$ cat config.mk
export PLATFORM = sky130hd
export DESIGN_NAME = dc_estimate_ctrl_flat
export DESIGN_NICKNAME = d
export VERILOG_FILES = /design/src/rtl/dc_elim_pkg.sv /design/src/rtl/dc_estimate_ctrl_if.sv /design/src/rtl/dc_estimate_ctrl_sat_sub.sv /design/src/rtl/dc_estimate_ctrl.sv /design/src/flat_wrapper.sv
export SDC_FILE = /design/constraint.sdc
export NUM_CORES = 1
export LEC_CHECK = 0
export ABC_AREA = 1
export CAP_MARGIN = 20
export CORE_ASPECT_RATIO = 0.8
export CORE_MARGIN = 3
export CORE_UTILIZATION = 59
export CTS_CLUSTER_DIAMETER = 30
export DETAILED_ROUTE_END_ITERATION = 10
export PLACE_DENSITY_LB_ADDON = 0.12
export RECOVER_POWER = 25
export SETUP_SLACK_MARGIN = 0.15
export SYNTH_ARGS = -nofsm -noshare
export SYNTH_HDL_FRONTEND = slang
export SYNTH_SLANG_ARGS = --single-unit
$ cat constraint.sdc
create_clock -name clk -period 3.3 [get_ports clk]
set_clock_uncertainty 0.2 [all_clocks]
set_input_delay 0.495 -clock clk [delete_from_list [all_inputs] [get_ports clk]]
set_output_delay 0.495 -clock clk [all_outputs]
set_load 0.02 [all_outputs]
$ cat src/rtl/dc_elim_pkg.sv
// dc_elim_pkg: shared types and sizing for the DC-elimination stage
package dc_elim_pkg;
  typedef enum logic [1:0] {IDLE, ACCUM, UPDATE} state_t;
  localparam int DEF_DATA_W = 16;
  localparam int DEF_LOG2_N = 10;
  function automatic int acc_w(input int data_w, input int log2_n);
    return data_w + log2_n;
  endfunction
endpackage

$ cat src/rtl/dc_estimate_ctrl_if.sv
// dc_estimate_ctrl_if: sample stream in, corrected stream and estimate status out
interface dc_estimate_ctrl_if #(parameter int DATA_W = 16);
  logic                     en;
  logic                     freeze;
  logic signed [DATA_W-1:0] sample_in;
  logic                     sample_valid;
  logic signed [DATA_W-1:0] y_out;
  logic                     y_valid;
  logic signed [DATA_W-1:0] dc_est;
  logic                     dc_valid;
  logic                     upd_pulse;
  logic                     busy;
  modport master (output en, freeze, sample_in, sample_valid,
                  input  y_out, y_valid, dc_est, dc_valid, upd_pulse, busy);
  modport slave  (input  en, freeze, sample_in, sample_valid,
                  output y_out, y_valid, dc_est, dc_valid, upd_pulse, busy);
endinterface

$ cat src/rtl/dc_estimate_ctrl_sat_sub.sv
// sat_sub: signed a - b clamped to the DATA_W range
module sat_sub #(parameter int DATA_W = 16) (
  input  logic signed [DATA_W-1:0] i_a,
  input  logic signed [DATA_W-1:0] i_b,
  output logic signed [DATA_W-1:0] o_y
);
  logic signed [DATA_W:0] w_diff;
  logic                   w_ovf;
  assign w_diff = {i_a[DATA_W-1], i_a} - {i_b[DATA_W-1], i_b};
  assign w_ovf  = w_diff[DATA_W] != w_diff[DATA_W-1];
  assign o_y    = !w_ovf ? w_diff[DATA_W-1:0]
                : w_diff[DATA_W] ? {1'b1, {(DATA_W-1){1'b0}}} : {1'b0, {(DATA_W-1){1'b1}}};
endmodule

$ cat src/rtl/dc_estimate_ctrl.sv
// dc_estimate_ctrl: block-averaged DC estimate and saturating DC removal
module dc_estimate_ctrl
  import dc_elim_pkg::*;
#(
  parameter int DATA_W = DEF_DATA_W,
  parameter int LOG2_N = DEF_LOG2_N
) (
  input logic              clk,
  input logic              rst,
  dc_estimate_ctrl_if.slave bus
);
  localparam int ACC_W = acc_w(DATA_W, LOG2_N);
  state_t                   r_state;
  logic signed [ACC_W-1:0]  r_acc;
  logic [LOG2_N-1:0]        r_cnt;
  logic signed [DATA_W-1:0] r_dc_est;
  logic                     r_dc_valid;
  logic                     r_upd;
  logic signed [DATA_W-1:0] r_y;
  logic                     r_y_valid;
  logic signed [ACC_W-1:0]  w_sext;
  logic signed [DATA_W-1:0] w_dc_new;
  logic signed [DATA_W-1:0] w_y;
  logic                     w_take;
  assign w_sext   = {{LOG2_N{bus.sample_in[DATA_W-1]}}, bus.sample_in};
  assign w_dc_new = DATA_W'(r_acc >>> LOG2_N);
  assign w_take   = bus.en && bus.sample_valid;
  sat_sub #(.DATA_W(DATA_W)) u_sat (.i_a(bus.sample_in), .i_b(r_dc_est), .o_y(w_y));
  always_ff @(posedge clk or posedge rst) begin
    if (rst) begin
      r_state    <= IDLE;
      r_acc      <= '0;
      r_cnt      <= '0;
      r_dc_est   <= '0;
      r_dc_valid <= 1'b0;
      r_upd      <= 1'b0;
      r_y        <= '0;
      r_y_valid  <= 1'b0;
    end else begin
      r_y       <= w_y;
      r_y_valid <= bus.sample_valid;
      r_upd     <= 1'b0;
      case (r_state)
        IDLE: if (bus.en) begin
          r_state <= ACCUM;
          r_acc   <= '0;
          r_cnt   <= '0;
        end
        // the last sample of a block completes it even if en drops with it
        ACCUM: if (bus.sample_valid && &r_cnt) begin
          r_acc   <= r_acc + w_sext;
          r_state <= UPDATE;
        end else if (!bus.en) begin
          r_state <= IDLE;
        end else if (bus.sample_valid) begin
          r_acc <= r_acc + w_sext;
          r_cnt <= r_cnt + 1'b1;
        end
        UPDATE: begin
          if (!bus.freeze) begin
            r_dc_est   <= w_dc_new;
            r_dc_valid <= 1'b1;
            r_upd      <= 1'b1;
          end
          r_state <= bus.en ? ACCUM : IDLE;
          r_acc   <= w_take ? w_sext : '0;
          r_cnt   <= w_take ? LOG2_N'(1) : '0;
        end
        default: r_state <= IDLE;
      endcase
    end
  end
  assign bus.y_out     = r_y;
  assign bus.y_valid   = r_y_valid;
  assign bus.dc_est    = r_dc_est;
  assign bus.dc_valid  = r_dc_valid;
  assign bus.upd_pulse = r_upd;
  assign bus.busy      = r_state != IDLE;
endmodule

$ cat src/flat_wrapper.sv
// flat-port wrapper written by rule: the top's interface ports become plain ports
module dc_estimate_ctrl_flat import dc_elim_pkg::*;
#(
  parameter int DATA_W = DEF_DATA_W,
  parameter int LOG2_N = DEF_LOG2_N
)
  (clk, rst, bus_en, bus_freeze, bus_sample_in, bus_sample_valid, bus_y_out, bus_y_valid, bus_dc_est, bus_dc_valid, bus_upd_pulse, bus_busy);
  dc_estimate_ctrl_if #(.DATA_W(DATA_W)) bus_i ();
  input logic clk;
  input logic rst;
  input wire logic [$bits(bus_i.en)-1:0] bus_en;
  input wire logic [$bits(bus_i.freeze)-1:0] bus_freeze;
  input wire logic [$bits(bus_i.sample_in)-1:0] bus_sample_in;
  input wire logic [$bits(bus_i.sample_valid)-1:0] bus_sample_valid;
  output wire logic [$bits(bus_i.y_out)-1:0] bus_y_out;
  output wire logic [$bits(bus_i.y_valid)-1:0] bus_y_valid;
  output wire logic [$bits(bus_i.dc_est)-1:0] bus_dc_est;
  output wire logic [$bits(bus_i.dc_valid)-1:0] bus_dc_valid;
  output wire logic [$bits(bus_i.upd_pulse)-1:0] bus_upd_pulse;
  output wire logic [$bits(bus_i.busy)-1:0] bus_busy;
  assign bus_i.en = bus_en;
  assign bus_i.freeze = bus_freeze;
  assign bus_i.sample_in = bus_sample_in;
  assign bus_i.sample_valid = bus_sample_valid;
  assign bus_y_out = bus_i.y_out;
  assign bus_y_valid = bus_i.y_valid;
  assign bus_dc_est = bus_i.dc_est;
  assign bus_dc_valid = bus_i.dc_valid;
  assign bus_upd_pulse = bus_i.upd_pulse;
  assign bus_busy = bus_i.busy;
  dc_estimate_ctrl #(.DATA_W(DATA_W), .LOG2_N(LOG2_N)) u_core (.clk(clk), .rst(rst), .bus(bus_i));
endmodule
==> results.sh, run 1 <==
export IMPL_outcome="completed"
export IMPL_layout_drive_gt1_share_pct=5.68
export IMPL_gp_congestion=0.941
export IMPL_initial_core_util_pct=62.2
export IMPL_fin_area_um2=6800
export IMPL_layout_common_cells="nand2_1, inv_1, dfrtp_1, nand3_1, nor2_1"
export IMPL_crit_path_frequent_cell="nand2_1"
export IMPL_cts_inserted_buffers=9
export IMPL_clk_insertion_delay_late_ns=0.35
export IMPL_cts_root_buf="clkbuf_16"
export IMPL_slew_headroom_pct=8.83
export IMPL_diodes=0
export IMPL_ioPinCount=57
export IMPL_place_area_um2=6500
export IMPL_cp_start_kind="primary input"
export IMPL_seqCellArea_um2=1830
export IMPL_clk_pin_slew_ns=0.06
export IMPL_die_height_um=94.6
export IMPL_path_buf_inv=4
export IMPL_startpoint="bus_sample_in[0]"
export IMPL_setup_viol=0
export IMPL_critPathCaptureType="flip-flop"
export IMPL_cp_required_ns=3.36
export IMPL_overflow=0
export IMPL_synth_largest_area_cell="dfrtp_1"
export IMPL_hold_violations=0
export IMPL_ir_worst_vdd_v=0.000553
export IMPL_area_growth_pct=17.4
export IMPL_wire_per_inst_um=15.5
export IMPL_rsz0062_at_grt="no"
export IMPL_nNetsFinal=1014
export IMPL_yosysUniqueCellTypes=40
export IMPL_postLayoutCoreUtil_pct=73.0
export IMPL_synth_top_area_share_pct=31.5
export IMPL_syn_instance_count=881
export IMPL_cts_sinks=73
export IMPL_antenna_found_initial=0
export IMPL_syn_nets=950
export IMPL_p_leak_nw=3.77
export IMPL_timing_final_crit_share_pct=84.9
export IMPL_cap_viol_max_count=0
export IMPL_placed_cells=1048
export IMPL_drc_errors=0
export IMPL_finalMaxSlewViolations=0
export IMPL_yosys_warnings=0
export IMPL_crit_family="simple AND/OR/NAND/NOR gates"
export IMPL_p_per_area_nw_per_um2=746
export IMPL_slowest_delay_ns=0.44
export IMPL_htree_levels=3
export IMPL_max_slew_worst_pin_slew_ns=1.37
export IMPL_grt_max_degree=39
export IMPL_timing_fmax_mhz=357
export IMPL_final_common_cell="nand2_1"
export IMPL_path_max_fanout=13
export IMPL_io_buffers=56
export IMPL_min_to="u_core.bus.dc_valid"
export IMPL_r2r_cells=14
export IMPL_first_pass_iters=7
export IMPL_die_w_um=117
export IMPL_synth_area_top_cells="dfrtp_1, nand2_1, ha_1, inv_1, nand3_1"
export IMPL_first_iter_violations=628
export IMPL_syn_area_per_cell_um2=6.57
export IMPL_tns_ns=0
export IMPL_num_vias=5907
export IMPL_min_from="u_core.bus.dc_valid"
export IMPL_cts_tree="yes"
export IMPL_worst_r2r_startpoint="u_core.bus.dc_est[0]"
export IMPL_grt_pass1_vias=5488
export IMPL_vias_per_cell=5.55
export IMPL_instances_no_fill=1065
export IMPL_cp_data_arrival_time_ns=2.86
export IMPL_synth_seq_cells=73
export IMPL_postRouteAntennaNets=0
export IMPL_worstHoldPathCells=1
export IMPL_slowest_stage="clkdlybuf4s50_1"
export IMPL_grt_pass1_wl_um=26700
export IMPL_crit_path_cell_trace="clkdlybuf4s50_1 -> inv_1 -> ha_1 -> inv_1 -> fa_1 -> nand2_1 -> nand2_1 -> nand3_1 -> nand2_1 -> nand2_1 -> nand2_1 -> nand2_1 -> nand2_1 -> nand2_2 -> inv_1 -> o21ai_0"
export IMPL_synth_area_um2=5790
export IMPL_path_class="in2reg"
export IMPL_r2r_slack_ns=0.75
export IMPL_ys_seq_area_share_pct=31.5
export IMPL_die_area_um2=11000
export IMPL_num_fill_cells=720
export IMPL_cts_hold_fix_buffers=0
export IMPL_grt_usage_pct=31.4
export IMPL_r2r_end="u_core.bus.y_out[3]"
export IMPL_min_path_type="reg2reg"
export IMPL_multi_input_area_um2=3350
export IMPL_clock_path_buffers=2
export IMPL_routed_wl_um=16500
export IMPL_dp_hpwl_um=12900
export IMPL_core_um2=9310
export IMPL_finalCriticalPeriod_ns=2.80
export IMPL_rows=31
==> timing repair <==
item	in CTS	in global routing
buffers inserted	0	1
endpoints found under the setup margin	0	8
endpoints found under the hold margin	0	0
resized for setup	0	0
==> cell type report <==
class,instances,area share [%]
clock buffers,9,3.31
flip-flops and latches,73,26.9
clock inverters,7,1.12
repair buffers,65,9.20
multi-input cells,650,49.3
inverters,146,8.06
well taps,115,2.12
==> synthesized netlist by cell type, drive strengths merged <==
cell type    n
nand4       10
o31ai        1
xnor2        4
nor4         1
o22ai        1
clkbuf       4
and2         3
xor2        12
a21oi       39
nand3       70
nor3         5
a22oi        1
nand3b       1
a31oi        2
dfrtp       73
fa           2
or2          8
ha          46
mux2         1
inv        146
buf          8
o21ai       32
nor3b        1
a21o         5
o211ai       5
nor2        63
nand2      335
o21bai       2
==> worst max path at each step <==
stage,to,slack [ns],cells past startpoint
finish,u_core.bus.y_out[3],0.50,16
detailed placement,u_core.bus.y_out[3],0.12,14
global route,u_core.r_acc[7],0.16,3
CTS,u_core.bus.y_out[3],0.39,14
global placement,u_core.bus.y_out[4],0.25,14
floorplan,u_core.bus.dc_est[0],0.75,1
==> per-stage QoR <==
step / hold slack [ns] / power (mW) / setup slack, ns
floorplan: 0.269 / 3.19 / 0.752
global placement: 0.254 / 3.92 / 0.254
detailed placement: 0.258 / 3.98 / 0.118
CTS: 0.272 / 5.01 / 0.386
global route: 0.283 / 5.44 / 0.157
finish: 0.269 / 5.07 / 0.499
==> per-layer routing <==
| metal | track usage (%) | up-vias | share of wire (%) |
|---|---|---|---|
| met2 | 48.0 | 251 | 43 |
| met1 | 45.2 | 2739 | 46 |
| li1 | - | 2891 | - |
| met5 | 0 | - | 0 |
| met3 | 6.41 | 26 | 8.7 |
| met4 | 8.40 | 0 | 1.5 |
==> registers in the layout, summed over array words and instances, names as in the netlist <==
signal	cells
u_core.bus.upd_pulse	1
u_core.bus.y_valid	1
u_core.r_cnt	10
u_core.bus.dc_est	16
u_core.bus.dc_valid	1
u_core.bus.y_out	16
u_core.r_state	2
u_core.r_acc	26
==> kinds of logic after synthesis <==
logic type               count (synthesis)  synth area share [%]
AO/OA/AOI/OAI                           88                  8.62
XOR/XNOR                                16                  2.42
adder cells (fa/ha/maj)                 48                  10.6
buffers and inverters                  158                  10.6
flip-flops                              73                  31.5
multiplexers                             1                 0.194
AND/OR/NAND/NOR                        497                  36.0
==> where the power goes <==
part	internal, mW	switching, mW	total [mW]
logic	0.962	1.79	2.75
registers	1.13	0.187	1.31
clock network	0.590	0.410	1.00
Note: power is estimated with default switching activity, not from simulation.
==> run 2: changes to the inputs <==
- CORE_UTILIZATION: 59 -> 53
- clock period: 3.3 -> 2.3 ns (I/O delays scaled with it)
==> run 2 against run 1 <==
  * The run now ends with negative setup slack left
  * Non-clock buffer count up 117
  * Cell area grew 31%
  * Wire length rose by 36%
  * Die area up 11%
  * Clock-buffer cell count did not move
  * Combinational power is 120% higher
  * Utilization rose by 12 points
  * Sequential share of layout area fell by 6.3 points
  * First-iteration DRC count rose by 17%
  * Sequential power is 50% higher
  * Sequential cell count unchanged
  * Clock power up 59%
  * Critical path type is now reg2reg
  * Critical endpoint is now u_core.bus.y_out[10]
==> results.sh, run 2 (synthesis gave the netlist of run 1 again) <==
export IMPL_outcome="finished with violations"
export IMPL_violations="negative setup slack"
export IMPL_rsz0062_at_grt="yes"
export IMPL_cellInternalPower_mw=5.18
export IMPL_min_path_type="in2reg"
export IMPL_top_register="u_core.r_acc"
export IMPL_timing_final_crit_share_pct=100
export IMPL_layout_common_cells="nand2_1, inv_1, buf_4, dfrtp_1, nand2_2"
export IMPL_combPwrFrac_pct=62.9
export IMPL_final_common_cell="nand2_1"
export IMPL_ir_worst_vdd_v=0.000762
export IMPL_fin_area_um2=8920
export IMPL_cts_root_buf="clkbuf_16"
export IMPL_area_growth_pct=54.1
export IMPL_cap_viol_max_count=0
export IMPL_die_w_um=123
export IMPL_timing_fmax_mhz=434
export IMPL_rows=33
export IMPL_gp_congestion=1.03
export IMPL_place_ws_ns=-0.597
export IMPL_p_seq_share_pct=20.5
export IMPL_die_area_um2=12200
export IMPL_cts_tree="yes"
export IMPL_worstHoldPathCells=3
export IMPL_wire_per_inst_um=18.6
export IMPL_cts_inserted_buffers=9
export IMPL_critPathCaptureType="flip-flop"
export IMPL_finalCriticalPeriod_ns=2.31
export IMPL_cp_start_kind="flip-flop"
export IMPL_nNetsFinal=1132
export IMPL_path_max_fanout=8
export IMPL_drc_errors=0
export IMPL_power_mw=9.58
export IMPL_slew_headroom_pct=46.8
export IMPL_p_clk_share_pct=16.6
export IMPL_num_vias=6927
export IMPL_cp_required_ns=2.33
export IMPL_clock_path_buffers=2
export IMPL_max_slew_worst_pin_slew_ns=0.794
export IMPL_initial_core_util_pct=55.4
export IMPL_path_class="reg2reg"
export IMPL_p_sw_share_pct=46.0
export IMPL_p_leak_nw=4.55
export IMPL_routed_wl_um=22500
export IMPL_p_per_area_nw_per_um2=1070
export IMPL_finalMaxSlewViolations=0
export IMPL_grt_pass1_wl_um=30400
export IMPL_grt_usage_pct=32.0
export IMPL_tns_ns=-0.0126
export IMPL_instances_no_fill=1208
export IMPL_hold_violations=0
export IMPL_layout_setup_ws_ns=-0.00637
export IMPL_grt_max_degree=31
export IMPL_cp_data_arrival_time_ns=2.33
export IMPL_antenna_found_initial=0
export IMPL_num_fill_cells=524
export IMPL_htree_levels=3
export IMPL_holdWs_ns=0.178
export IMPL_grt_pass1_vias=6198
export IMPL_io_buffers=56
export IMPL_clk_insertion_delay_late_ns=0.35
export IMPL_die_height_um=99.5
export IMPL_overflow=0
export IMPL_ioPinCount=57
export IMPL_layout_drive_gt1_share_pct=34.6
export IMPL_vias_per_cell=5.73
export IMPL_r2r_cells=11
export IMPL_first_iter_violations=736
export IMPL_largest_reg_flops=26
export IMPL_postRouteAntennaNets=0
export IMPL_postLayoutCoreUtil_pct=85.4
export IMPL_dp_hpwl_um=13800
export IMPL_setup_viol=3
export IMPL_first_pass_iters=7
export IMPL_cts_sinks=73
export IMPL_diodes=0
export IMPL_clk_pin_slew_ns=0.06
export IMPL_place_area_um2=7260
export IMPL_placed_cells=1160
export IMPL_power_switching_mw=4.40
export IMPL_core_um2=10400
run 2: changes by cell type in the layout (fill, tap and decap cells not counted), sizes merged:
| cell | delta |
|---|---|
| clkdlybuf4s50 | -16 |
| bufbuf | +1 |
| buf | +112 |
| clkbuf | +5 |
| dlygate4sd2 | +15 |
| clkinv | +1 |
| nand2 | +1 |
| clkdlybuf4s15 | +1 |
| bufinv | +1 |
| clkinvlp | -1 |
| inv | -1 |
| dlygate4sd3 | -1 |
run 2: cell type report:
| type | count | area [µm²] | area share, % |
|---|---|---|---|
| Sequential cell | 73 | 1830 | 20.5 |
| Tap cell | 140 | 175 | 1.96 |
| Multi-Input combinational cell | 651 | 4450 | 49.8 |
| Clock inverter | 7 | 103 | 1.15 |
| Clock buffer | 9 | 225 | 2.52 |
| Inverter | 146 | 559 | 6.27 |
| Timing Repair Buffer | 182 | 1580 | 17.7 |
run 2: power groups by stage:
| stage | Combinational (mW) | Clock (mW) | Sequential [mW] |
|---|---|---|---|
| floorplan | 2.65 | 0 | 1.92 |
| global placement | 4.33 | 0 | 1.87 |
| detailed placement | 4.41 | 0 | 1.89 |
| CTS | 4.85 | 1.57 | 1.90 |
| global route | 6.49 | 1.64 | 1.99 |
| finish | 6.03 | 1.59 | 1.97 |
run 2: critical path: stages, from the launching register on:
cell     delay [ns]
dfrtp_2        0.41
inv_2          0.06
ha_1           0.28
or2_2          0.37
nand3_2        0.10
nand2_2        0.07
nand2_2        0.11
nand3_2        0.11
nand4_1        0.14
buf_4          0.14
buf_12         0.13
nand2_1        0.08
run 2: path summary, 6_finish.rpt:
kind	slack (ns)	from	to
max	-0.006	u_core.bus.dc_est[3]	u_core.bus.y_out[10]
min	0.18	bus_sample_in[5]	u_core.r_acc[5]
max reg2reg	-0.006	u_core.bus.dc_est[3]	u_core.bus.y_out[10]
min reg2reg	0.27	u_core.bus.dc_valid	u_core.bus.dc_valid
max in group asynchronous	0.33	rst	u_core.bus.dc_est[9]
min in group asynchronous	0.36	rst	u_core.bus.y_out[1]
run 2: timing repair:
action | in CTS | in global routing
buffers inserted | 6 | 22
hold buffers | 0 | 0
resized for setup | 114 | 155
pin swaps | 22 | 49
gates cloned | 3 | 1
endpoints found under the setup margin | 39 | 44
run 2: metal layers:
metal | GRT usage, % | share of wire, % | vias to the layer above
met1 | 44.9 | 41 | 3261
met3 | 6.48 | 9.6 | 89
li1 | - | - | 3137
met4 | 9.72 | 4.1 | 0
met2 | 50.1 | 46 | 440
met5 | 0 | 0 | -
==> run 3: changes to the inputs <==
- CORE_MARGIN: 3 -> unset
- CORE_UTILIZATION: 53 -> 59
- clock period: 2.3 -> 2.2 ns (I/O delays scaled with it)
==> run 3 against run 2 <==
  * The run now fails in global routing (5_1_grt)
  * Synthesized cell count unchanged
  * Synthesized area unchanged
==> results.sh, run 3 <==
export IMPL_outcome="stopped before the end"
export IMPL_lastStage="global routing (5_1_grt)"
export IMPL_tool_error="[ERROR DPL-0038] Utilization greater than 100%, impossible to legalize"
export IMPL_rows=31
export IMPL_yosysUniqueCellTypes=40
export IMPL_syn_instance_count=881
export IMPL_die_w_um=113
export IMPL_synth_area_um2=5790
export IMPL_ys_seq_area_share_pct=31.5
export IMPL_synth_seq_cells=73
export IMPL_htree_levels=3
export IMPL_initial_core_util_pct=62.5
export IMPL_synth_top_flop_cell="dfrtp_1"
export IMPL_io_buffers=56
export IMPL_synth_edff_count=0
export IMPL_syn_area_per_cell_um2=6.57
export IMPL_dp_hpwl_um=14000
export IMPL_syn_nets=950
export IMPL_clock_path_buffers=2
export IMPL_synth_area_top_cells="dfrtp_1, nand2_1, ha_1, inv_1, nand3_1"
export IMPL_yosys_top_cells_count="nand2_1, inv_1, dfrtp_1"
export IMPL_yosys_warnings=0
export IMPL_cts_inserted_buffers=9
export IMPL_grt_max_degree=74
export IMPL_die_height_um=90.6
export IMPL_crit_endpoint="u_core.bus.y_out[10]$_DFF_PP0_/D"
export IMPL_gp_congestion=1.16
export IMPL_endpoint_type="register data pin"
export IMPL_synth_most_common_cell="nand2_1"
export IMPL_cts_sinks=73
export IMPL_ioPinCount=57
export IMPL_async_flop_share_pct=100
export IMPL_cts_root_buf="clkbuf_16"
export IMPL_synth_top_area_share_pct=31.5
export IMPL_synth_largest_area_cell="dfrtp_1"
-- run 3: cell counts after synthesis --
No cell type changed its count.
-- run 3: cell families after synthesis --
logic type               count (synthesis)  share of synthesized area (%)
AND/OR/NAND/NOR                        497                           36.0
buffers and inverters                  158                           10.6
AO/OA/AOI/OAI                           88                           8.62
flip-flops                              73                           31.5
adder cells (fa/ha/maj)                 48                           10.6
XOR/XNOR                                16                           2.42
multiplexers                             1                          0.194
-- run 3: what timing repair did --
item,4_1_cts
resized for setup,196
pin swaps,50
hold buffers,0
endpoints found under the setup margin,43
cloned,2
buffers inserted,19
-- run 3: stage by stage --
step                      std cells  hold slack [ns]  setup slack (ns)  setup TNS, ns  instance area (µm²)
after detailed placement       1140            0.261            -0.606         -18.11                 7320
after CTS                      1177            0.256           0.00375              0                 8700
after global placement         1140            0.261            -0.487         -16.02                 7320
after floorplan                 881            0.161             0.112              0                 5860
==> run 4: changes to the inputs <==
- CORE_ASPECT_RATIO: 0.8 -> unset
- CORE_UTILIZATION: 59 -> 40
- CTS_CLUSTER_DIAMETER: 30 -> unset
- PLACE_DENSITY_LB_ADDON: 0.12 -> 0.15
- SETUP_SLACK_MARGIN: 0.15 -> unset
==> run 4 against run 3 <==
  * The flow now finishes without violations
==> results.sh, run 4 (synthesis gave the netlist of run 1 again) <==
export IMPL_holdWs_ns=0.180
export IMPL_finalMaxSlewViolations=0
export IMPL_cp_data_arrival_time_ns=2.25
export IMPL_layout_drive_gt1_share_pct=26.0
export IMPL_hold_violations=0
export IMPL_grt_pass1_wl_um=27000
export IMPL_worstHoldPathCells=3
export IMPL_worstSetupPathDepth=14
export IMPL_cts_tree="yes"
export IMPL_path_class="reg2reg"
export IMPL_clk_insertion_delay_late_ns=0.34
export IMPL_cts_sinks=73
export IMPL_htree_levels=3
export IMPL_place_ws_ns=-0.563
export IMPL_critPathCaptureType="flip-flop"
export IMPL_grt_pass1_vias=5707
export IMPL_largest_reg_flops=26
export IMPL_dr_wl_met2_um=8180
export IMPL_timing_final_crit_share_pct=98.6
export IMPL_min_path_type="in2reg"
export IMPL_layout_common_cells="nand2_1, inv_1, buf_4, dfrtp_1, nand3_1"
export IMPL_clock_path_buffers=2
export IMPL_crit_path_cell_trace="ha_4 -> inv_4 -> fa_2 -> nand2_2 -> nand2_2 -> nand3_2 -> nand2_2 -> nand2_2 -> nand2_2 -> nand2_2 -> nand4_1 -> buf_4 -> clkbuf_16 -> nand2_2"
export IMPL_grt_max_degree=74
export IMPL_nNetsFinal=1115
export IMPL_p_clk_share_pct=15.7
export IMPL_min_to="u_core.r_acc[0]"
export IMPL_cp_start_kind="flip-flop"
export IMPL_rows=43
export IMPL_cp_required_ns=2.28
export IMPL_timing_fmax_mhz=461
export IMPL_p_leak_nw=4.33
export IMPL_crit_family="simple AND/OR/NAND/NOR gates"
export IMPL_slowest_stage="dfrtp_2"
export IMPL_ir_worst_vdd_v=0.000514
export IMPL_max_slew_worst_pin_slew_ns=1.02
export IMPL_die_height_um=122
export IMPL_antenna_found_initial=0
export IMPL_slowest_delay_ns=0.38
export IMPL_io_buffers=56
export IMPL_overflow=0
export IMPL_drc_errors=0
export IMPL_gp_congestion=0.884
export IMPL_vias_per_cell=4.85
export IMPL_routed_wl_um=16900
export IMPL_wl_met3_um=469
export IMPL_dr_max_layer_used="met4"
export IMPL_postRouteAntennaNets=0
export IMPL_wire_per_inst_um=13.7
export IMPL_first_pass_iters=6
export IMPL_p_per_area_nw_per_um2=1050
export IMPL_p_sw_share_pct=43.9
export IMPL_cts_root_buf="clkbuf_16"
export IMPL_r2r_cells=14
export IMPL_cellInternalPower_mw=4.89
export IMPL_initial_core_util_pct=41.4
export IMPL_r2r_slack_ns=0.03
export IMPL_cap_viol_max_count=0
export IMPL_cts_inserted_buffers=9
export IMPL_combPwrFrac_pct=61.2
export IMPL_m1WireLength_um=7810
export IMPL_top_register="u_core.r_acc"
export IMPL_worst_r2r_startpoint="u_core.bus.dc_est[0]"
export IMPL_setup_viol=0
export IMPL_outcome="completed"
export IMPL_die_area_um2=15000
export IMPL_grt_usage_pct=23.6
export IMPL_final_common_cell="nand2_1"
export IMPL_postLayoutCoreUtil_pct=59.2
export IMPL_layout_setup_ws_ns=0.0312
export IMPL_die_w_um=122
export IMPL_rsz0062_at_grt="yes"
export IMPL_path_buf_inv=3
export IMPL_diodes=0
export IMPL_p_seq_share_pct=23.1
export IMPL_dp_hpwl_um=12700
export IMPL_power_switching_mw=3.82
export IMPL_crit_path_frequent_cell="nand2_2"
export IMPL_ioPinCount=57
export IMPL_finalCriticalPeriod_ns=2.17
export IMPL_area_growth_pct=43.0
export IMPL_path_max_fanout=7
export IMPL_core_um2=14000
export IMPL_first_iter_violations=411
export IMPL_r2r_end="u_core.bus.y_out[6]"
export IMPL_clk_pin_slew_ns=0.06
export IMPL_min_from="bus_sample_in[0]"
export IMPL_num_vias=5972
export IMPL_slew_headroom_pct=31.8
==> run 4: power groups by stage <==
| stage | Combinational [mW] | Clock (mW) | Sequential (mW) |
|---|---|---|---|
| CTS | 4.81 | 1.41 | 1.95 |
| global route | 5.91 | 1.46 | 2.05 |
| detailed placement | 4.65 | 0 | 1.96 |
| finish | 5.33 | 1.37 | 2.01 |
| floorplan | 2.77 | 0 | 2.01 |
| global placement | 4.61 | 0 | 1.95 |
==> run 4: layer usage <==
layer	global-route usage (%)	vias up
met5	0	-
met4	9.68	0
met3	3.95	33
met2	39.9	101
met1	29.6	2742
li1	-	3096
==> run 4: cell type report <==
class,instances,area [µm²]
well taps,180,225
inverters,146,554
clock buffers,10,239
clock inverters,6,33.8
multi-input cells,651,3980
repair buffers,165,1420
flip-flops and latches,73,1830
fillers,1322,5710
==> run 4: worst min-delay path: cells and delay by family <==
kind,cells,cell delay [ns]
buffers and inverters,1,0.24
AND/OR/NAND/NOR,2,0.12
==> run 4: per-stage QoR <==
stage          power (mW)  cells  area (µm²)   TNS, ns
2_1_floorplan        4.78    881        5800         0
3_3_place_gp         6.57   1205        7330    -17.39
3_5_place_dp         6.61   1205        7330    -18.05
4_1_cts              8.17   1224        7810  -0.00121
5_1_grt              9.43   1231        8280     -1.22
6_report             8.71   1231        8280         0
==> run 4: repair_timing <==
action	in CTS	in global routing
resized for setup	46	103
gates cloned	2	0
pin swaps	7	25
hold buffers	0	0
endpoints found under the setup margin	35	38
setup buffers	1	8
==> run 4: worst max path at each step <==
stage	start	end	slack, ns
detailed placement	bus_sample_in[0]	u_core.bus.y_out[4]	-0.56
CTS	u_core.bus.dc_est[0]	u_core.bus.y_out[4]	-0.001
finish	u_core.bus.dc_est[0]	u_core.bus.y_out[6]	0.03
floorplan	u_core.bus.dc_est[3]	u_core.bus.y_out[14]	0.0004
global placement	bus_sample_in[0]	u_core.bus.y_out[4]	-0.53
global route	u_core.bus.dc_est[14]	u_core.bus.y_out[12]	-0.11
